--- src/rtl/lemon_pkg.sv ---
// lemon_pkg: shared widths, zero-register index and writeback request type.
package lemon_pkg;
    localparam int ADDR_WIDTH_DEF = 5;
    localparam int DATA_WIDTH_DEF = 32;
    localparam int ZERO_REG = 0;

    typedef struct packed {
        logic [ADDR_WIDTH_DEF-1:0] rd;
        logic [DATA_WIDTH_DEF-1:0] data;
    } wb_req_t;
endpackage

--- src/rtl/rr_arbiter.sv ---
// rr_arbiter: round-robin arbiter with rotating pointer, one-hot grant and grant index.
module rr_arbiter #(
    parameter int N = 2,
    localparam int IW = (N > 1) ? $clog2(N) : 1
) (
    input  logic          clk,
    input  logic          rst_n,
    input  logic [N-1:0]  req,
    input  logic          advance,
    output logic [N-1:0]  gnt,
    output logic [IW-1:0] gnt_idx
);
    logic [IW-1:0] ptr;

    // Scan from the farthest slot back to the pointer so the nearest request wins.
    always_comb begin
        gnt = '0;
        gnt_idx = '0;
        for (int k = N - 1; k >= 0; k--) begin
            if (req[IW'((int'(ptr) + k) % N)]) begin
                gnt_idx = IW'((int'(ptr) + k) % N);
                gnt = N'(1) << ((int'(ptr) + k) % N);
            end
        end
    end

    always_ff @(posedge clk or negedge rst_n) begin
        if (!rst_n)
            ptr <= '0;
        else if (advance)
            ptr <= (int'(gnt_idx) == N - 1) ? '0 : gnt_idx + 1'b1;
    end
endmodule

--- src/rtl/regfile_wb_arbiter.sv ---
// regfile_wb_arbiter: round-robin share of the register-file write port with
// a registered output stage and a per-register busy scoreboard.
module regfile_wb_arbiter
    import lemon_pkg::*;
#(
    parameter int ADDR_WIDTH = ADDR_WIDTH_DEF,
    parameter int DATA_WIDTH = DATA_WIDTH_DEF,
    parameter int NUM_REQ = 2
) (
    input  logic                           clk,
    input  logic                           rst_n,
    input  logic [NUM_REQ-1:0]             req_valid,
    output logic [NUM_REQ-1:0]             req_ready,
    input  logic [NUM_REQ*ADDR_WIDTH-1:0]  req_rd,
    input  logic [NUM_REQ*DATA_WIDTH-1:0]  req_data,
    output logic                           rf_wen,
    output logic [ADDR_WIDTH-1:0]          rf_rd,
    output logic [DATA_WIDTH-1:0]          rf_dataD,
    input  logic                           rsv_valid,
    input  logic [ADDR_WIDTH-1:0]          rsv_rd,
    input  logic [ADDR_WIDTH-1:0]          rs1,
    input  logic [ADDR_WIDTH-1:0]          rs2,
    output logic                           rs1_busy,
    output logic                           rs2_busy
);
    localparam int NREG = 1 << ADDR_WIDTH;
    localparam int IW = (NUM_REQ > 1) ? $clog2(NUM_REQ) : 1;

    logic [NUM_REQ-1:0]    gnt;
    logic [IW-1:0]         gnt_idx;
    logic                  xfer;
    logic [ADDR_WIDTH-1:0] win_rd;
    logic [DATA_WIDTH-1:0] win_data;
    logic [NREG-1:0]       busy;
    logic [NREG-1:0]       set_mask;
    logic [NREG-1:0]       clr_mask;

    rr_arbiter #(.N(NUM_REQ)) u_arb (
        .clk     (clk),
        .rst_n   (rst_n),
        .req     (req_valid),
        .advance (xfer),
        .gnt     (gnt),
        .gnt_idx (gnt_idx)
    );

    assign req_ready = gnt & {NUM_REQ{rst_n}};
    assign xfer = |req_ready;
    assign win_rd = req_rd[gnt_idx*ADDR_WIDTH +: ADDR_WIDTH];
    assign win_data = req_data[gnt_idx*DATA_WIDTH +: DATA_WIDTH];

    // x0 transfers are consumed but never reach the register file.
    always_ff @(posedge clk or negedge rst_n) begin
        if (!rst_n) begin
            rf_wen <= 1'b0;
            rf_rd <= '0;
            rf_dataD <= '0;
        end else begin
            rf_wen <= xfer && (win_rd != ADDR_WIDTH'(ZERO_REG));
            if (xfer) begin
                rf_rd <= win_rd;
                rf_dataD <= win_data;
            end
        end
    end

    // Set is applied after clear so a same-edge reserve keeps the bit for the newer owner.
    assign set_mask = rsv_valid ? NREG'(1) << rsv_rd : '0;
    assign clr_mask = rf_wen ? NREG'(1) << rf_rd : '0;

    always_ff @(posedge clk or negedge rst_n) begin
        if (!rst_n)
            busy <= '0;
        else
            busy <= ((busy & ~clr_mask) | set_mask) & ~NREG'(1);
    end

    assign rs1_busy = busy[rs1];
    assign rs2_busy = busy[rs2];
endmodule
--- config.mk ---
export PLATFORM = sky130hd
export DESIGN_NAME = regfile_wb_arbiter
export DESIGN_NICKNAME = d
export VERILOG_FILES = /design/src/rtl/lemon_pkg.sv /design/src/rtl/rr_arbiter.sv /design/src/rtl/regfile_wb_arbiter.sv
export SDC_FILE = /design/constraint.sdc
export NUM_CORES = 1
export LEC_CHECK = 0
export BUFFER_PORTS_ARGS = -buffer_cell sky130_fd_sc_hd__clkbuf_2
export CAP_MARGIN = 10
export CORE_MARGIN = 4
export CORE_UTILIZATION = 45
export DETAILED_ROUTE_END_ITERATION = 10
export PLACE_DENSITY = 0.77
export SETUP_SLACK_MARGIN = 0.15
export SYNTH_ARGS = -nofsm -noshare
export SYNTH_HDL_FRONTEND = slang
export SYNTH_HIERARCHICAL = 1
export SYNTH_SLANG_ARGS = --single-unit
--- constraint.sdc ---
create_clock -name clk -period 1.6 [get_ports clk]
set_input_delay 0 -clock clk [delete_from_list [all_inputs] [get_ports clk]]
set_output_delay 0 -clock clk [all_outputs]
set_load 0.02 [all_outputs]
==> summary.txt <==
STA
  • FMAX: between 0.5 and 0.6 GHz
  • Setup WS post-layout: -207.6 ps
  • Setup Skew: around 19 ps
  • Slew at the pin closest to its max-slew limit: about 630 ps
  • Count of final hold-check violations: 0
  • Worst relative slew slack: 0.5744
  • Max Slew Vio Count: 0
  • Final setup vio count: 24
  • Unrepaired setup endpoints after global routing: yes
  • Share of the cycle needed by the critical path after routing: 1.130
  • Min cycle time layout: 1808 ps
  • Worst hold margin: about 28 ps

Clock tree
  • Clock tree root buffer cell: sky130_fd_sc_hd__clkbuf_8
  • Htree depth: 3
  • Clock-pin slew on the worst setup and hold paths: about 90 ps
  • Inserted Clock Buffers: 9
  • Clock tree from TritonCTS: built
  • Sink count of the clock tree: 70
  • Insertion delay to the later sink of the worst-skew pair: roughly 370 ps
  • Buffer levels on the longest clock path: 2

Yosys
  • Post-synthesis mux area share: 0.1854
  • Share of synthesized cell area in and, or, nand and nor gates: 0.1459
  • Post-synthesis async set-or-reset flop share: 1.000
  • Syn_area_per_cell: about 9.9 sq um
  • Ys flop type: sky130_fd_sc_hd__dfrtp_1
  • Parity-gate share of the synthesized area counting xor and xnor cells: 0
  • Number of standard cells after synthesis: 379
  • Sequential area share after synthesis: 0.4685
  • Count of synthesis-stage warnings from yosys: 6
  • Unique masters post-synth: 34
  • Net count after synthesis: 473
  • Synth Area in Compound Gates: 0.1637
  • Combinational family with the most area after synthesis: multiplexers
  • Synthesized-area fraction occupied by adder cells: 0
  • Flop and latch count out of synthesis: 70
  • Post-synth design cell area: between 0.003 and 0.004 sq mm
  • Count of flip-flops with a built-in enable after synthesis: 0

Placed design
  • RePlAce Congestion: around 0.87
  • Quantity of I/O buffers inserted on ports: 134
  • Post-detail-place hpwl: ~8000 um
  • Setup Slack @ Placement: approximately 110 ps
  • Number of cells after detailed placement: 603

Global route
  • Number of antenna violations at the first check in global routing: 0
  • Total track usage: 0.2939
  • First-pass GRT wire length: ~23000 um
  • Via count of the first global-routing pass: between 4000 and 5000
  • Overflow left after global routing: 0
  • Pin count of the biggest net entering global routing: 44

Critical path
  • Arrival time of data at the critical path endpoint: 1810 ps
  • CP startpoint kind: register
  • Sort of element at the end of the critical path: output pin
  • Cell depth of the worst setup path: 5
  • Maximum fanout along the worst path: 3
  • Kind of cell adding the most delay to the critical path: multiplexers
  • Critical path type: reg -> out
  • Crit path cell chain: mux4_2 > nand2b_4 > o211ai_1 > nand4_1 > buf_6
  • Peak per-stage delay on the critical path: around 470 ps
  • Capture point of the worst reg-to-reg path: rf_dataD[4]
  • Required arrival time at the worst endpoint: 1600 ps
  • Register-to-Register Setup Slack: -90 ps
  • Critical path's slowest cell: sky130_fd_sc_hd__mux4_2
  • Crit Reg-Reg Startpoint: u_arb/ptr
  • Depth of the worst register-to-register path: 7
  • Sum of buffers and inverters on the critical path: 1

Cells and area
  • Commonest non-fill, non-tap cells in the layout: 131 x sky130_fd_sc_hd__clkbuf_2, 73 x sky130_fd_sc_hd__dlygate4sd3_1, 69 x sky130_fd_sc_hd__dfrtp_1, 55 x sky130_fd_sc_hd__o21ai_0, 54 x sky130_fd_sc_hd__mux2i_1
  • Number of inserted filler cells in the final layout: between 300 and 400
  • Final nets: roughly 700
  • Share of the core filled with cells: 0.7838
  • Count of non-filler cells in the finished layout: roughly 710
  • Most common cell after layout, fill and taps aside: sky130_fd_sc_hd__clkbuf_2
  • Proportion of layout cells with a drive suffix above 1: 0.4457
  • Layout overhead on the synthesized area: 65.36%

Pwr
  • Maximum VDD drop: 1.066 mV
  • Sum of internal, switching and leakage power: 0.01023 W
  • Power density over the cells: 1655 mW/mm^2
  • Leakage power of the design: 2.831 nW

Floorplan
  • Ports: ~140
  • Core Area: 0.007888 sq mm
  • Die Ht: 99.15 um
  • Number of core rows: 32
  • DIE AREA: ~0.0098 sq mm
  • DIE WIDTH: 99.15 um
  • Starting density of the core: 0.4740

Run
  • Count of maximum capacitance violations: 0

Hold path
  • Endpoint, Worst Hold: rf_dataD[26]
  • Path type of the worst min-delay path: in -> reg
  • Hold Crit Depth: 3
  • Hold wc startpoint: req_data[26]

Outcome
  • Failing checks: setup timing
  • Status: finished with violations

Routing
  • Post-route DRC: 0
  • Final routed wire length divided by cell count: approximately 26 um
  • Total number of vias: 4643
  • Number of iterations in the first detailed-routing pass: 7
  • Detail-routed via count per cell: around 6.5
  • Wire length reported by the detailed router: 18680 um
  • Number of routed nets with antenna violations: 0
  • DRT iter0 DRCs: 590
[routing by layer]
metal,global-route usage,up-vias,wire length (um)
met5,0,-,0
met4,0.1471,0,1432
met3,0.09116,162,2541
met2,0.4881,494,8350
met1,0.3439,2155,6353
li1,-,1832,-
[power by group]
part           internal (W)  switching [W]  leakage, nW  total (W)
combinational       0.00211        0.00294         1.93    0.00506
sequential          0.00254       0.000981        0.786    0.00352
clock              0.000883       0.000769        0.114    0.00165
total               0.00553        0.00469         2.83     0.0102
[per-stage QoR]
step	area [sq um]	TNS (ps)
after floorplan	3772	0
after global placement	4504	0
after detailed placement	4504	0
after CTS	5482	-408.0
after global routing	6180	-1702
final	6182	-1366
[synth_stat cells (4+ instances only)]
master | count | share of area
sky130_fd_sc_hd__nand2_1 | 43 | 0.043
sky130_fd_sc_hd__mux4_2 | 4 | 0.024
sky130_fd_sc_hd__dfrtp_1 | 70 | 0.47
sky130_fd_sc_hd__nand3_1 | 12 | 0.016
sky130_fd_sc_hd__nand3b_1 | 4 | 0.0080
sky130_fd_sc_hd__buf_4 | 4 | 0.0080
sky130_fd_sc_hd__or2_2 | 6 | 0.010
sky130_fd_sc_hd__a21oi_1 | 6 | 0.0080
sky130_fd_sc_hd__buf_2 | 10 | 0.013
sky130_fd_sc_hd__mux2i_1 | 55 | 0.15
sky130_fd_sc_hd__o21ai_0 | 96 | 0.13
sky130_fd_sc_hd__nor2_1 | 8 | 0.0080
sky130_fd_sc_hd__a22oi_1 | 4 | 0.0080
sky130_fd_sc_hd__nand2b_1 | 13 | 0.022
sky130_fd_sc_hd__nor2b_1 | 5 | 0.0084
sky130_fd_sc_hd__clkbuf_1 | 6 | 0.0060
[layout make-up]
cell class                 instances  area [sq um]  share of cell area
clock inverter                     7         96.34             0.01558
timing repair buffer             235          1787              0.2890
sequential                        70          1753              0.2835
antenna                            1         2.502           0.0004048
multi-input combinational        284          2276              0.3681
tap                              102         127.6             0.02064
inverter                           3         16.27            0.002631
clock buffer                       9         123.9             0.02004
[kinds of logic after synthesis]
group | Yosys count
flops | 70
compound gates | 116
simple gates | 107
mux | 61
buf+inv | 25
[what timing repair did]
item	CTS	global route
pin swaps	0	49
gates cloned	0	7
endpoints found under the hold margin	107	0
buffers inserted	3	8
resized for setup	3	165
hold buffers	73	0
setup endpoints to repair	9	47
[registers in the layout, summed over array words and instances (netlist names)]
signal and count:
busy 31, rf_dataD 32, rf_rd 5, rf_wen 1
u_arb/ptr 1
[how the worst max path moves through the flow]
stage | to | start
floorplan | u_arb/ptr | u_arb/ptr
global placement | busy[8] | rf_rd[4]
detailed placement | busy[12] | rf_rd[4]
CTS | rs1_busy | busy[7]
global route | rs1_busy | busy[7]
finish | rs1_busy | busy[7]
[worst register-to-register path, cell delays in order (launching register included)]
cell and delay (ps):
sky130_fd_sc_hd__dfrtp_1 420, sky130_fd_sc_hd__and2b_2 250, sky130_fd_sc_hd__and2_4 170, sky130_fd_sc_hd__nor2_4 230, sky130_fd_sc_hd__buf_6 190, sky130_fd_sc_hd__buf_8 140
sky130_fd_sc_hd__nand2_2 60, sky130_fd_sc_hd__o21ai_1 130
Note: power is estimated with default switching activity, not from simulation.
